[src/rtl/shift_pipe_pkg.sv]
// Shared helpers for the parametrised shift pipe.
// Holds derived-width math and reset defaults.
package shift_pipe_pkg;

  localparam bit ZERO_DATA = 1'b0;

  function automatic int safe_clog2(input int n);
    int r;
    r = 0;
    for (int i = 0; i < 31; i++) begin
      if ((1 << i) < n) r = i + 1;
    end
    return (r < 1) ? 1 : r;
  endfunction

endpackage

[src/rtl/shift_stage.sv]
// One enabled pipe stage: data plus valid.
// Flush clears valid only; data still follows en.
import shift_pipe_pkg::*;

module shift_stage #(
  parameter int WIDTH = 8
) (
  input  logic             clk,
  input  logic             resetn,
  input  logic             en,
  input  logic             flush,
  input  logic [WIDTH-1:0] d_i,
  input  logic             v_i,
  output logic [WIDTH-1:0] q_o,
  output logic             v_o
);

  logic [WIDTH-1:0] data_q;
  logic             valid_q;

  always_ff @(posedge clk or negedge resetn) begin
    if (!resetn) begin
      data_q  <= {WIDTH{ZERO_DATA}};
      valid_q <= 1'b0;
    end else begin
      if (en) data_q <= d_i;
      if (flush) begin
        valid_q <= 1'b0;
      end else if (en) begin
        valid_q <= v_i;
      end
    end
  end

  assign q_o = data_q;
  assign v_o = valid_q;

endmodule

[src/rtl/param_shift_pipe.sv]
// WIDTH x DEPTH delay line with valid tracking,
// flush, clamped runtime tap and occupancy count.
import shift_pipe_pkg::*;

module param_shift_pipe #(
  parameter int WIDTH = 8,
  parameter int DEPTH = 3,
  parameter int TAP_W = safe_clog2(DEPTH),
  parameter int CNT_W = safe_clog2(DEPTH + 1)
) (
  input  logic             clk,
  input  logic             resetn,
  input  logic             en,
  input  logic             flush,
  input  logic [WIDTH-1:0] din,
  input  logic             din_valid,
  input  logic [TAP_W-1:0] tap_sel,
  output logic [WIDTH-1:0] dout,
  output logic             dout_valid,
  output logic [WIDTH-1:0] tap_dout,
  output logic             tap_valid,
  output logic [CNT_W-1:0] fill_cnt
);

  logic [WIDTH-1:0] chain_d  [DEPTH];
  logic [DEPTH-1:0] chain_v;
  logic [WIDTH-1:0] stg_data [DEPTH];
  logic [DEPTH-1:0] stg_valid;

  assign chain_d[0] = din;
  assign chain_v[0] = din_valid;

  for (genvar k = 0; k < DEPTH; k++) begin : g_stage
    if (k > 0) begin : g_link
      assign chain_d[k] = stg_data[k-1];
      assign chain_v[k] = stg_valid[k-1];
    end
    shift_stage #(
      .WIDTH(WIDTH)
    ) u_stage (
      .clk   (clk),
      .resetn(resetn),
      .en    (en),
      .flush (flush),
      .d_i   (chain_d[k]),
      .v_i   (chain_v[k]),
      .q_o   (stg_data[k]),
      .v_o   (stg_valid[k])
    );
  end

  assign dout       = stg_data[DEPTH-1];
  assign dout_valid = stg_valid[DEPTH-1];

  // Out-of-range selects fall through to the last stage.
  always_comb begin
    tap_dout  = stg_data[DEPTH-1];
    tap_valid = stg_valid[DEPTH-1];
    for (int k = 0; k < DEPTH - 1; k++) begin
      if (tap_sel == TAP_W'(k)) begin
        tap_dout  = stg_data[k];
        tap_valid = stg_valid[k];
      end
    end
  end

  if (DEPTH == 1) begin : g_no_tap
    logic unused_tap;
    assign unused_tap = ^tap_sel;
  end

  logic [CNT_W-1:0] cnt_q;
  logic [CNT_W-1:0] cnt_d;

  always_comb begin
    cnt_d = cnt_q;
    if (flush) begin
      cnt_d = '0;
    end else if (en) begin
      cnt_d = cnt_q + CNT_W'(din_valid)
            - CNT_W'(stg_valid[DEPTH-1]);
    end
  end

  always_ff @(posedge clk or negedge resetn) begin
    if (!resetn) cnt_q <= '0;
    else         cnt_q <= cnt_d;
  end

  assign fill_cnt = cnt_q;

  a_fill_matches: assert property (
    @(posedge clk) disable iff (!resetn)
    int'(cnt_q) == $countones(stg_valid)
  );

endmodule

[config.mk]
export PLATFORM = sky130hd
export DESIGN_NAME = param_shift_pipe
export DESIGN_NICKNAME = d
export VERILOG_FILES = /design/src/rtl/shift_pipe_pkg.sv /design/src/rtl/shift_stage.sv /design/src/rtl/param_shift_pipe.sv
export SDC_FILE = /design/constraint.sdc
export NUM_CORES = 1
export LEC_CHECK = 0
export CORE_AREA = 2 2 63 65
export CTS_CLUSTER_DIAMETER = 200
export DETAILED_ROUTE_END_ITERATION = 10
export DIE_AREA = 0 0 65 67
export MAX_ROUTING_LAYER = met4
export PLACE_DENSITY = 0.63
export SETUP_SLACK_MARGIN = 0.05
export SLEW_MARGIN = 25
export SYNTH_ARGS = -nofsm -noshare
export SYNTH_HDL_FRONTEND = slang
export SYNTH_HIERARCHICAL = 1
export SYNTH_SLANG_ARGS = --single-unit
[constraint.sdc]
create_clock -name clk -period 3 [get_ports clk]
set_input_delay 0.45 -clock clk [delete_from_list [all_inputs] [get_ports clk]]
set_output_delay 0.45 -clock clk [all_outputs]
set_load 0.03 [all_outputs]
==> metrics.md <==
| Metric | Value |
|---|---|
| Status | finished clean |
| Min setup slack post-route | 499.2 ps |
| Sw Ratio | 29.53% |
| TritonCTS Buffers | 5 |
| Placed cell area | 0.001793 sq mm |
| R2R setup slack | 1470 ps |
| Post-DR wirelength/cell | 13.81 um |
| Clk_skew | 3.656 ps |
| Synth area leaders | dfrtp_1 (51%), mux2_4 (25%), mux2i_1 (9.1%), o21ai_1 (3.2%), nand2_1 (2.4%) |
| Proportion of layout cells with a drive suffix above 1 | 25.35% |
| Final Critical Period | 2501 ps |
| Syn_area_per_cell | 13.87 sq um |
| Final Hold Viols | 0 |
| Gate Count Post-Synth | 103 |
| Fmax | 399.9 MHz |
| Number of diodes | 0 |
| First-pass GRT wire length | 4.416 mm |
| Slowest-stage cell, CP | clkdlybuf4s50_1 |
| Lkg Pwr | 0.9015 nW |
| Die area | 0.004355 sq mm |
| CP Launch Type | input port |
| I/O Pins | 35 |
| Area Growth Syn to Fin | 32.57% |
| Leading cell types in the layout, fill and taps excluded | clkdlybuf4s50_1 (33), dfrtp_1 (29), mux2_4 (24) |
| Synthesis Warnings | 6 |
| # fillers | 321 |
| Final net count | 158 |
| Crit path top cell by count | clkdlybuf4s50_1 |
| Yosys top cell by area | dfrtp_1 |
| FF-to-FF End | fill_cnt[1] |
| Clock root cell | clkbuf_8 |
| RSZ-0062 raised after global routing | false |
| Critical path's largest stage delay | 690 ps |
| DRT antenna net count | 0 |
| Setup violators final | 0 |
| CTS tree | yes |
| Post-cts resize count | 0 |
| Synthesized area | 0.001429 sq mm |
| Fin crit share | 83.36% |
| Worst path bufs/invs | 3 |
| Critical path capture point type | output port |
| Worst hold margin | 537.3 ps |
| # DRC | 0 |
| DR pass1 iterations | 4 |
| Max-cap violations | 0 |
| Int Pwr | 828.5 uW |
| RR Startpoint | g_stage[2].u_stage/v_o |
| Pin count of the biggest net entering global routing | 31 |
| Slew @ Worst Pin | 912.7 ps |
| Dpl cells | 182 |
| Routed WL | 2.623 mm |
| WP data required | 2550 ps |
| Routed via count | 886 |
| Die X | 65 um |
| Global route overflow | 0 |
| Arrival time at the worst endpoint | 2050 ps |
| Drt initial violations | 22 |
| Crit Path Max Fanout | 9 |
| Hold-fix buffers, CTS | 0 |
| Slew HR | 39.15% |
| GRT Util Overall | 14.23% |
| Clock sink count | 29 |
| Sequential share of power | 41.3% |
| FF+latch area | 725.7 sq um |
| Final Wtd Congestion | 0.6779 |
| Number of global-route vias before repair | 947 |
| Min-Delay Path Class | reg -> reg |
| Layout Cells excl Fill | 190 |
| Setup TNS | 0 ps |
| Post-detail-place hpwl | 1.731 mm |
| Crit-path leading delay family | buffers and inverters |
| Gate power share | 28.8% |
| Worst reg2reg path depth | 6 |
| Rows | 22 |
| Most common cell after layout, fill and taps aside | clkdlybuf4s50_1 |
| Crit-path cells | clkdlybuf4s50_1 > buf_4 > mux2i_1 > o21ai_1 > clkdlybuf4s50_1 |
| Yosys top cell area share | 50.79% |
| Clock Path Buffers | 2 |
| Register area share after synthesis | 50.79% |
| Power per cell area | 620.6 mW/mm^2 |
| Core ar. | 0.003606 sq mm |
| Via-to-Cell Ratio | 4.663 |
| Initial core utilization | 39.63% |
| H-Tree Depth | 2 |
| Worst skew pair latency | 280 ps |
| Pre-CTS setup slack | 493.9 ps |
| PortBufs | 34 |
| Fin. max-slew vios | 0 |
| Worst-case vdd ir drop | 0.2883 mV |
| Multi-input logic area | 641.9 sq um |
| Initial antenna violation count | 0 |
| WHS Endpoint | g_stage[2].u_stage/q_o[7] |
| Synthesized flop and latch total | 29 |
| Design Area, Final | 0.001894 sq mm |
| Clock power frac | 29.9% |
| CTS clock-pin slew for the worst setup and hold paths | 60 ps |
| Psw | 347.2 uW |
| WHS Path Cells | 1 |
| Synth Net Count | 120 |
| Synth unique cells | 15 |
| Post-CTS Repair Setup Buffers | 0 |
| Worst Setup Path Type | in -> out |
| Die height | 67 um |
| HP Start | g_stage[1].u_stage/q_o[7] |
power groups by stage:
| stage | logic (mW) | clock network (mW) | registers, mW |
|---|---|---|---|
| after floorplan | 0.170 | 0 | 0.530 |
| after global placement | 0.337 | 0 | 0.491 |
| after detailed placement | 0.341 | 0 | 0.493 |
| after CTS | 0.342 | 0.367 | 0.487 |
| after global routing | 0.358 | 0.385 | 0.494 |
| final | 0.338 | 0.352 | 0.486 |
layer usage:
layer | global-route usage, % | up-vias | share of wire, %
met4 | 5.585 | 0 | 0.95
met1 | 17.23 | 426 | 48
met5 | - | - | 0
met2 | 21.65 | 29 | 46
met3 | 5.236 | 2 | 5.8
li1 | - | 429 | -
flip-flops by register name, indices dropped and copies added (netlist names):
signal / flops
fill_cnt: 2
g_stage.u_stage/v_o: 3
g_stage.u_stage/q_o: 24
synth_stat cells, drive strengths merged:
cell     n
ha       2
inv      2
buf      6
mux2    24
xor2     1
nor2     5
dfrtp   29
a21oi    1
nand2    9
o21ai    9
nand2b   1
a31o     1
mux2i   13
cells by family after synthesis:
kind of cell             after synthesis  share of synthesized area, %
multiplexers                          37                         34.33
buffers and inverters                  8                         4.290
XOR/XNOR                               1                        0.6131
AO/OA/AOI/OAI                         11                         4.115
flip-flops                            29                         50.79
adder cells (fa/ha/maj)                2                         1.751
AND/OR/NAND/NOR                       15                         4.116
how the worst max path moves through the flow:
stage / start / endpoint / slack (ps) / cells after the start
after floorplan: tap_sel[1] / tap_dout[6] / 1330 / 3
after global placement: tap_sel[0] / tap_dout[5] / 500 / 5
after detailed placement: tap_sel[0] / tap_dout[5] / 490 / 5
after CTS: tap_sel[0] / tap_dout[5] / 480 / 5
after global routing: tap_sel[0] / tap_dout[0] / 440 / 5
final: tap_sel[0] / tap_valid / 500 / 5
stage by stage:
step,utilization (%),power (mW)
2_1_floorplan,-,0.7000
3_3_place_gp,49.72,0.8271
3_5_place_dp,49.72,0.8339
4_1_cts,52.53,1.196
5_1_grt,52.53,1.238
6_report,52.53,1.176
final cells by class:
| class | instances | area share (%) |
|---|---|---|
| clock buffers | 7 | 5.086 |
| flip-flops and latches | 29 | 38.31 |
| clock inverters | 1 | 0.2642 |
| repair buffers | 37 | 18.89 |
| multi-input cells | 66 | 33.88 |
| well taps | 48 | 3.170 |
| inverters | 2 | 0.3963 |
Note: power is estimated with default switching activity, not from simulation.
